**config.mk**
```make
export PLATFORM = sky130hd
export DESIGN_NAME = cordic_fixedpoint_quadrant_restore
export DESIGN_NICKNAME = d
export VERILOG_FILES = /design/src/rtl/cordic_fixedpoint_quadrant_restore.sv
export SDC_FILE = /design/constraint.sdc
export NUM_CORES = 1
export LEC_CHECK = 0
export CELL_PAD_IN_SITES_DETAIL_PLACEMENT = 1
export CELL_PAD_IN_SITES_GLOBAL_PLACEMENT = 2
export CORE_ASPECT_RATIO = 1.2
export CORE_UTILIZATION = 34
export DETAILED_ROUTE_END_ITERATION = 6
export GPL_ROUTABILITY_DRIVEN = 0
export PLACE_DENSITY_LB_ADDON = 0.12
export SLEW_MARGIN = 20
export SYNTH_ARGS = -nofsm -noshare
export SYNTH_HDL_FRONTEND = slang
export SYNTH_SLANG_ARGS = --single-unit
```
**constraint.sdc**
```tcl
create_clock -name iClk -period 2.7 [get_ports iClk]
set_input_delay 0.54 -clock iClk [delete_from_list [all_inputs] [get_ports iClk]]
set_output_delay 0.54 -clock iClk [all_outputs]
set_load 0.1 [all_outputs]
```
**src/rtl/cordic_fixedpoint_quadrant_restore.sv**
```systemverilog
// CORDIC back-end: pairs queued octant tags with CORDIC results and
// restores the full-range cos/sin with a swap/negate correction.
module cordic_fixedpoint_quadrant_restore #(
  parameter int W     = 24,
  parameter int DEPTH = 16
) (
  input  logic                       iClk,
  input  logic                       iRst_n,
  input  logic                       iTag_valid,
  input  logic [7:0]                 iTag,
  output logic                       oTag_ready,
  output logic [$clog2(DEPTH):0]     oTag_count,
  input  logic                       iData_valid,
  input  logic [W-1:0]               iCos,
  input  logic [W-1:0]               iSin,
  output logic                       oData_ready,
  output logic                       oValid,
  output logic [W-1:0]               oCos,
  output logic [W-1:0]               oSin,
  output logic                       oErr,
  output logic                       oOrphan,
  input  logic                       iReady
);

  localparam int AW = $clog2(DEPTH);
  localparam int CW = AW + 1;
  localparam logic [W-1:0] MinV = {1'b1, {(W-1){1'b0}}};
  localparam logic [W-1:0] MaxV = ~MinV;
  localparam logic [CW-1:0] Full = CW'(DEPTH);

  logic [7:0]    mem [DEPTH];
  logic [AW-1:0] wrPtr;
  logic [AW-1:0] rdPtr;
  logic [CW-1:0] count;

  logic          push;
  logic          accept;
  logic          empty;
  logic          pop;
  logic [7:0]    tagHead;
  logic          oneHot;
  logic [W-1:0]  corrCos;
  logic [W-1:0]  corrSin;

  function automatic logic [W-1:0] neg(input logic [W-1:0] x);
    return (x == MinV) ? MaxV : -x;
  endfunction

  assign oTag_ready  = (count != Full);
  assign oTag_count  = count;
  assign oData_ready = !oValid || iReady;
  assign push   = iTag_valid && oTag_ready;
  assign accept = iData_valid && oData_ready;
  assign empty  = (count == '0);
  assign pop    = accept && !empty;

  assign tagHead = mem[rdPtr];
  assign oneHot  = (tagHead != 8'd0) &&
                   ((tagHead & (tagHead - 8'd1)) == 8'd0);

  always_comb begin
    corrCos = '0;
    corrSin = '0;
    if (oneHot) begin
      unique case (1'b1)
        tagHead[0], tagHead[1]: begin
          corrCos = iCos;
          corrSin = iSin;
        end
        tagHead[2], tagHead[3]: begin
          corrCos = iSin;
          corrSin = neg(iCos);
        end
        tagHead[4], tagHead[5]: begin
          corrCos = neg(iCos);
          corrSin = neg(iSin);
        end
        default: begin
          corrCos = neg(iSin);
          corrSin = iCos;
        end
      endcase
    end
  end

  // Tag storage needs no reset; the pointers define what is live.
  always_ff @(posedge iClk) begin
    if (push) mem[wrPtr] <= iTag;
  end

  always_ff @(posedge iClk) begin
    if (!iRst_n) begin
      wrPtr <= '0;
      rdPtr <= '0;
      count <= '0;
    end else begin
      if (push) wrPtr <= wrPtr + 1'b1;
      if (pop)  rdPtr <= rdPtr + 1'b1;
      case ({push, pop})
        2'b10:   count <= count + 1'b1;
        2'b01:   count <= count - 1'b1;
        default: count <= count;
      endcase
    end
  end

  always_ff @(posedge iClk) begin
    if (!iRst_n) begin
      oValid  <= 1'b0;
      oCos    <= '0;
      oSin    <= '0;
      oErr    <= 1'b0;
      oOrphan <= 1'b0;
    end else begin
      if (pop) begin
        oValid <= 1'b1;
        oCos   <= corrCos;
        oSin   <= corrSin;
        oErr   <= !oneHot;
      end else if (iReady) begin
        oValid <= 1'b0;
      end
      if (accept && empty) oOrphan <= 1'b1;
    end
  end

endmodule

```
Word-level counts from Yosys, hierarchy flattened
Memory sizes are Yosys's and may differ from the RTL's. A register that Yosys moved wholly into a read port is not among the register bits.
Index checks and enable logic that the tools add are counted.
Cells by class
  add/sub/neg operators: 7
  equal/unequal tests: 5
  multiplexer cells: 13
  bitwise operators: 1
  reduce and logical (&&, ||, !) cells: 17
Operators by type and width (count)
  case mux 24 bit (3 select lines): 2
  two-way mux 24 bit: 4
  equality test 24 bit, second input constant: 2
  negation 24 bit: 2
  case mux 5 bit (2 select lines): 1
  adder 4 x 1 -> 4 bit, second input constant: 2
  AND 8 bit: 1
  zero test 8 bit: 1
  two-way mux 4 bit: 2
  nonzero test 8 bit: 1
  subtractor 8 x 1 -> 8 bit, second input constant: 1
  OR reduction 2 bit: 3
  adder 5 x 1 -> 5 bit, second input constant: 1
  logical AND 1 bit: 5
  zero test 5 bit: 1
  != test 5 bit, second input constant: 1
  subtractor 5 x 1 -> 5 bit, second input constant: 1
  two-way mux 1 bit: 4
  nonzero test 2 bit: 2
  zero test 1 bit: 3
  equality test 2 x 1 -> 1 bit, second input constant: 1
  equality test 2 bit, second input constant: 1
  logical OR 1 bit: 1
Word-level totals
  register bits after elaboration: 64
  RAM bits: 128
  input port bits: 61
  output and inout port bits: 58
  word-level logic and storage cells: 52
  memories kept: 1
Memory list
  mem: depth 16, width 8, read ports 1, clocked after Yosys merged registers in 1, wr ports 1, RTL line 31  | logic [7:0] mem [DEPTH];

Longest topological paths before layout
Gate-level depths: netlist of run 1.
  depth in word-level cells: 6
  depth in mapped cells: 13
  mapped depth without buffers: 12

Worst setup path after synthesis of run 1
OpenSTA, ideal clock, no wires.
  path type: flip-flop to flip-flop
  start: register oValid
  end: register count[4] (netlist: oTag_count[4])
  arrival time: 4033 ps
  required time: 2628 ps
  path slack: -1405 ps
  stages on the path, launching flop included: 13
  buffers on the path: 1
  clock period less this slack: 4105 ps
  cell sequence: dfxtp_1 nand2b_1 nand2_1 or2_2 clkbuf_1 clkinv_1 ha_1 fa_1 a21o_1 a21oi_1 xor2_1 or3_1 a21oi_1
On the way
  cells in the longest elaborated chain, start to end: 6
RTL lines
  from (decl): RTL line 17  | output logic oValid,
  from (signal assigned): RTL line 109  | oValid <= 1'b0;
  from (signal assigned): RTL line 116  | oValid <= 1'b1;
  from (signal assigned): RTL line 121  | oValid <= 1'b0;
  zero test 1 bit (*): RTL line 51  | assign oData_ready = !oValid || iReady;
  logical OR 1 bit (*): RTL line 51
  via oData_ready: RTL line 16  | output logic oData_ready,
  logical AND 1 bit (*): RTL line 53  | assign accept = iData_valid && oData_ready;
  logical AND 1 bit (*): RTL line 55  | assign pop = accept && !empty;
  via pop: RTL line 39  | logic pop;
  equality test 2 x 1 -> 1 bit / equality test 2 bit (equally long branches): RTL line 99  | case ({push, pop})
  case mux 5 bit (2 select lines) / nonzero test 2 bit (equally long branches)
  to (signal assigned): RTL line 100  | 2'b10: count <= count + 1'b1;
  to (signal assigned): RTL line 101  | 2'b01: count <= count - 1'b1;
  to (signal assigned): RTL line 102  | default: count <= count;
  to (decl): RTL line 34  | logic [CW-1:0] count;
Mark *: on every way through the listed nets, which the timed path passes. The rest lies on a longest branch.
A chain may end at the register's enable or synchronous reset.

==> results of run 1 <==
-- tightest hold or removal path, cell delays in order (launching register included) --
cell,delay [ns]
dfxtp_1,0.31
nand2_1,0.06
o21ai_2,0.04
-- Yosys cell counts (7+ instances only) --
master,n,area [um^2]
nand2_1,93,349
mux4_1,12,315
o21ai_0,55,275
a22o_1,7,61.3
nor3_1,21,105
a21oi_1,38,190
dfxtp_1,68,1360
a22oi_1,21,158
ha_1,11,138
xor2_1,18,158
inv_1,13,48.8
a222oi_1,11,110
a221oi_1,18,158
buf_2,7,35.0
clkbuf_1,43,161
a21o_1,9,67.6
nand2b_1,7,43.8
edfxtp_1,128,3840
or3_1,10,62.6
nor2_1,69,259
mux2i_1,9,90.1
nor4_1,7,43.8
o21ai_2,38,333
xnor2_1,20,175
mux4_2,21,473
or4_1,11,82.6
-- per-stage QoR --
stage | cell area (um^2) | TNS (ns) | util | instances
2_1_floorplan | 10100 | -0.281 | - | 857
3_3_place_gp | 12800 | -24.08 | 0.454 | 1486
3_5_place_dp | 12800 | -25.74 | 0.455 | 1487
4_1_cts | 13700 | -13.37 | 0.487 | 1530
5_1_grt | 13900 | -20.10 | 0.494 | 1538
6_report | 13900 | -15.64 | 0.494 | 1538
-- state kept, by name (all words and copies together), names as in the netlist, named ones only --
signal      cells
oSin           24
oCos           24
oTag_count      5
mem           128
rdPtr           4
oErr            1
oOrphan         1
oValid          1
wrPtr           4
-- repair_timing --
action,4_1_cts,5_1_grt
cloned,4,2
endpoints found under the setup margin,49,50
pin swaps,4,16
hold buffers,0,0
buffers inserted,7,8
endpoints found under the hold margin,0,0
gates resized for setup,44,36
-- path summary, 6_finish.rpt --
check,slack [ns],cells past startpoint,start,endpoint
worst min register to register,0.46,2,oCos[12]$_SDFFE_PN0P_,oCos[12]$_SDFFE_PN0P_
worst max register to register,-0.37,12,flip-flop,oCos[22]$_SDFFE_PN0P_
worst min-delay path,0.46,2,oCos[12]$_SDFFE_PN0P_,oCos[12]$_SDFFE_PN0P_
worst max-delay path,-0.37,12,flip-flop,oCos[22]$_SDFFE_PN0P_
-- area by class of cell --
type,count,share of cell area
multi-input cells,583,0.329
repair buffers,333,0.215
clock inverters,13,0.0108
well taps,379,0.0341
flip-flops and latches,196,0.376
inverters,15,0.00440
clock buffers,19,0.0311
-- cell families after synthesis --
| logic type | count (synthesis) | synth area share |
|---|---|---|
| xor+xnor | 38 | 0.0338 |
| fa+ha+maj | 12 | 0.0160 |
| buf+inv | 78 | 0.0368 |
| mux | 43 | 0.0904 |
| flops | 196 | 0.529 |
| compound gates | 241 | 0.174 |
| simple gates | 249 | 0.120 |
-- layout by cell type, fill, tap and decap left out, types with 11 or more instances in the layout --
cell type	Yosys	final
edfxtp_1	128	128
nand2_1	93	86
nor3_1	21	19
o21ai_2	38	42
dfxtp_1	68	61
a21oi_1	38	35
buf_12	0	13
a22oi_1	21	12
clkdlybuf4s50_1	0	59
mux4_2	21	33
inv_1	13	12
a221oi_1	18	13
o21ai_0	55	48
nor2_1	69	67
xnor2_1	20	20
buf_4	1	241
buf_6	6	11
a222oi_1	11	11
clkbuf_16	0	19
xor2_1	18	18
-- power groups by stage --
stage	combinational (mW)	clock (mW)	sequential [mW]
2_1_floorplan	2.21	0	4.00
3_3_place_gp	4.16	0	3.53
3_5_place_dp	4.30	0	3.54
4_1_cts	4.60	2.62	3.48
5_1_grt	5.04	2.72	3.51
6_report	4.76	2.56	3.49
-- metal layers --
layer,global-route usage,up-vias,wire (um)
li1,-,3836,-
met1,0.254,4272,13100
met2,0.424,209,18200
met3,0.0356,58,1290
met4,0.0948,0,1040
met5,0,-,0
==> impl_metrics.env, run 1 <==
export IMPL_grt_overflow_total=0
export IMPL_final_antenna_net_count=0
export IMPL_crit_required_ns=3.08
export IMPL_num_nets_final=1219
export IMPL_clkTransAtPathRegs_ns=0.08
export IMPL_fillers=3013
export IMPL_hold_viol_final=0
export IMPL_seqPwrFrac=0.323
export IMPL_clock_skew_ns=0.0155
export IMPL_path_delay_family="compound AO/OA/AOI/OAI gates"
export IMPL_drv_slew=0
export IMPL_clkPwrFrac=0.237
export IMPL_grt_pass1_vias=8956
export IMPL_grt_max_degree=30
export IMPL_power_leakage_nw=5.30
export IMPL_tightest_slew_ns=0.710
export IMPL_relSlewSlack=0.525
export IMPL_total_power_mw=10.8
export IMPL_fin_ws_ns=-0.372
export IMPL_clock_latency_ns=0.44
export IMPL_slowest_stage="mux4_2"
export IMPL_setup_viol=49
export IMPL_hold_ws_ns=0.458
export IMPL_h_tree_depth=4
export IMPL_combPwrFrac=0.440
export IMPL_synth_nets=930
export IMPL_cts_max_path_buffers=2
export IMPL_cp_start_kind="flip-flop"
export IMPL_avgRoutedWirePerCell_um=21.9
export IMPL_synth_warnings=0
export IMPL_cts_sinks=196
export IMPL_final_layout_size_suffix_gt1_frac=0.393
export IMPL_boundaryPins=119
export IMPL_hold_class="reg2reg"
export IMPL_cp_end_kind="flip-flop"
export IMPL_multiInputGateArea_um2=4580
export IMPL_initial_utilization=0.349
export IMPL_placementRows=67
export IMPL_portBuffers=118
export IMPL_intPower_mw=6.79
export IMPL_yosys_most_used_dff="edfxtp_1"
export IMPL_antenna_found_initial=0
export IMPL_diodes=0
export IMPL_regArea_um2=5230
export IMPL_grt_pass1_wl_um=50200
export IMPL_cts_root_buf="clkbuf_16"
export IMPL_netlist_area_um2=9840
export IMPL_maxCapViolations=0
export IMPL_dp_hpwl_um=23800
export IMPL_die_h_um=188
export IMPL_final_min_clock_period_ns=3.07
export IMPL_drtPass1Iterations=7
export IMPL_cts_made_buffers=17
export IMPL_fmax_mhz=326
export IMPL_max_stage_delay_ns=0.50
export IMPL_coreArea_um2=28200
export IMPL_crit_type="reg2reg"
export IMPL_synthArstFlopShare=0
export IMPL_ir_drop_mv=0.447
export IMPL_swShare=0.372
export IMPL_cp_num_buf_inv=4
export IMPL_die_area_um2=29600
export IMPL_violations="negative setup slack"
export IMPL_drtIter0Drc=440
export IMPL_synth_edff_count=128
export IMPL_power_net_switching_mw=4.02
export IMPL_drcViolationCount=0
export IMPL_syn_mean_instance_area_um2=11.5
export IMPL_crit_path_cell_trace="buf_12 -> buf_6 -> mux4_2 -> a22oi_2 -> nand2_2 -> or3_4 -> a2111oi_4 -> a31o_2 -> nand3_4 -> buf_4 -> clkbuf_16 -> o21ai_2"
export IMPL_place_ws_ns=-0.721
export IMPL_via_per_inst=5.45
export IMPL_ys_ff_latch=196
export IMPL_syn2layout_area_growth_pct=41.5
export IMPL_die_x_um=157
export IMPL_path_max_fanout=12
export IMPL_yosysSeqAreaShare=0.529
export IMPL_synth_distinct_cells=68
export IMPL_groute_usage_overall=0.228
export IMPL_netlist_instances=857
export IMPL_critPathArrivalTime_ns=3.45
export IMPL_cts_tree="done"
export IMPL_routed_wl_um=33600
export IMPL_vias=8375
export IMPL_power_density_nw_per_um2=776
export IMPL_rsz0062_at_grt="true"
export IMPL_fin_crit_sh=1.14
export IMPL_status="finished, violations left"
Note: power is estimated with default switching activity, not from simulation.
==> run 2, diff against run 1 <==
--- a/config.mk
+++ b/config.mk
@@ -9,6 +9,7 @@
 export CELL_PAD_IN_SITES_GLOBAL_PLACEMENT = 2
 export CORE_ASPECT_RATIO = 1.2
 export CORE_UTILIZATION = 34
+export CTS_CLUSTER_SIZE = 16
 export DETAILED_ROUTE_END_ITERATION = 6
 export GPL_ROUTABILITY_DRIVEN = 0
 export PLACE_DENSITY_LB_ADDON = 0.12
==> results of run 2 <==
The final DEF is identical to that of run 1; final timing and power are the same.
==> run 3, diff against run 2 <==
--- a/config.mk
+++ b/config.mk
@@ -8,9 +8,10 @@
 export CELL_PAD_IN_SITES_DETAIL_PLACEMENT = 1
 export CELL_PAD_IN_SITES_GLOBAL_PLACEMENT = 2
 export CORE_ASPECT_RATIO = 1.2
-export CORE_UTILIZATION = 34
+export CORE_UTILIZATION = 38
 export CTS_CLUSTER_SIZE = 16
 export DETAILED_ROUTE_END_ITERATION = 6
+export DONT_BUFFER_PORTS = 1
 export GPL_ROUTABILITY_DRIVEN = 0
 export PLACE_DENSITY_LB_ADDON = 0.12
 export SLEW_MARGIN = 20
==> run 3 against run 2 <==
  * The flow still finishes with violations (negative setup slack)
  * Total power is 5.0% lower
  * Highest routed layer unchanged
  * Critical path type unchanged
  * Critical endpoint is now oCos[11]$_SDFFE_PN0P_
  * Clock power is 5% lower
  * Count of clock-buffer cells in the layout is 1 higher
==> impl_metrics.env, run 3 (synthesized netlist as in run 1, its figures left out) <==
export IMPL_status="finished, violations left"
export IMPL_violations="negative setup slack"
export IMPL_cts_made_buffers=17
export IMPL_die_area_um2=26500
export IMPL_largest_reg_flops=128
export IMPL_final_antenna_net_count=0
export IMPL_seqPwrFrac=0.351
export IMPL_swShare=0.370
export IMPL_crit_type="reg2reg"
export IMPL_reg_largest_list="mem (128), oCos (24), oSin (24)"
export IMPL_relSlewSlack=0.277
export IMPL_clkTransAtPathRegs_ns=0.07
export IMPL_drcViolationCount=0
export IMPL_cp_end_kind="flip-flop"
export IMPL_initial_utilization=0.386
export IMPL_coreArea_um2=25500
export IMPL_avgRoutedWirePerCell_um=23.5
export IMPL_die_x_um=149
export IMPL_fin_setup_tns_ns=-7.13
export IMPL_setup_viol=48
export IMPL_top_register="mem"
export IMPL_grt_overflow_total=0
export IMPL_groute_usage_overall=0.238
export IMPL_layout_cells_non_filler=1321
export IMPL_path_max_fanout=10
export IMPL_tightest_slew_ns=1.08
export IMPL_cts_tree="done"
export IMPL_layout_commonest_cell="buf_4"
export IMPL_grt_max_degree=48
export IMPL_placementRows=64
export IMPL_clock_skew_ns=0.0181
export IMPL_fin_ws_ns=-0.187
export IMPL_dpl_cell_area_um2=11500
export IMPL_stdcell_area_um2=12300
export IMPL_routed_wl_um=31000
export IMPL_antenna_found_initial=0
export IMPL_place_ws_ns=-0.479
export IMPL_cts_sinks=196
export IMPL_grt_pass1_vias=8048
export IMPL_drtIter0Drc=406
export IMPL_rsz0062_at_grt="true"
export IMPL_hold_class="in2reg"
export IMPL_power_density_nw_per_um2=834
export IMPL_via_per_inst=5.69
export IMPL_final_layout_size_suffix_gt1_frac=0.344
export IMPL_hold_viol_final=0
export IMPL_dp_cells=1283
export IMPL_intPower_mw=6.47
export IMPL_critPathArrivalTime_ns=3.22
export IMPL_h_tree_depth=4
export IMPL_num_nets_final=1051
export IMPL_cts_hold_buffers=0
export IMPL_power_net_switching_mw=3.79
export IMPL_portBuffers=0
export IMPL_vias=7520
export IMPL_drv_slew=0
export IMPL_fin_crit_sh=1.07
export IMPL_cts_max_path_buffers=2
export IMPL_syn2layout_area_growth_pct=25.0
export IMPL_drtPass1Iterations=5
export IMPL_power_leakage_nw=4.44
export IMPL_diodes=0
export IMPL_fmax_mhz=346
export IMPL_layout_common_cells="buf_4, edfxtp_1, nand2_1, nor2_1, dfxtp_1"
export IMPL_die_h_um=178
export IMPL_dp_hpwl_um=23000
export IMPL_utilization=0.483
export IMPL_cts_root_buf="clkbuf_16"
export IMPL_crit_required_ns=3.03
export IMPL_total_power_mw=10.3
export IMPL_cp_start_kind="flip-flop"
export IMPL_hold_ws_ns=0.192
export IMPL_maxCapViolations=0
export IMPL_ir_drop_mv=0.570
export IMPL_combPwrFrac=0.413
export IMPL_clock_latency_ns=0.45
export IMPL_final_min_clock_period_ns=2.89
export IMPL_boundaryPins=119
export IMPL_clkPwrFrac=0.236
export IMPL_grt_pass1_wl_um=46500
run 3: layout make-up:
cell class | count | area (um^2)
Inverter | 15 | 61.3
Clock inverter | 12 | 119
Tap cell | 330 | 413
Clock buffer | 20 | 437
Sequential cell | 196 | 5230
Fill cell | 2664 | 13200
Multi-Input combinational cell | 583 | 4560
Timing Repair Buffer | 165 | 1490
run 3: repair_timing:
item | CTS | global route
pin swaps | 8 | 7
hold endpoints to repair | 0 | 0
setup endpoints to repair | 49 | 50
resized for setup | 37 | 19
buffers inserted | 3 | 2
gates cloned | 1 | 0
run 3: worst paths after layout:
kind	from	end	slack, ns	cells after the start
hold / removal	iTag[1]	mem[4][1]$_DFFE_PP_	0.19	0
setup / recovery	flip-flop	oCos[11]$_SDFFE_PN0P_	-0.19	10
setup reg to reg	flip-flop	oCos[11]$_SDFFE_PN0P_	-0.19	10
hold reg to reg	oCos[22]$_SDFFE_PN0P_	oCos[22]$_SDFFE_PN0P_	0.46	2
run 3: per-layer routing:
layer / part of all wire / vias up / track usage
li1: - / 3497 / -
met1: 0.37 / 3806 / 0.242
met2: 0.56 / 163 / 0.461
met3: 0.045 / 54 / 0.0509
met4: 0.033 / 0 / 0.105
met5: 0 / - / 0
run 3: power by group through the flow:
| stage | combinational, mW | sequential [mW] | clock (mW) |
|---|---|---|---|
| finish | 4.24 | 3.60 | 2.43 |
| global route | 4.53 | 3.62 | 2.58 |
| CTS | 4.18 | 3.60 | 2.49 |
| detailed placement | 3.96 | 3.65 | 0 |
| global placement | 3.86 | 3.63 | 0 |
| floorplan | 2.21 | 4.00 | 0 |
run 3: worst max-delay path, cell delays in order, from the launching register on:
cell and delay, ns:
dfxtp_4 0.46, buf_12 0.18, mux4_2 0.51, a22oi_2 0.16, nand2_1 0.13, or2_1 0.29
buf_4 0.21, a222oi_1 0.33, a21boi_1 0.30, buf_4 0.16, o21ai_2 0.05
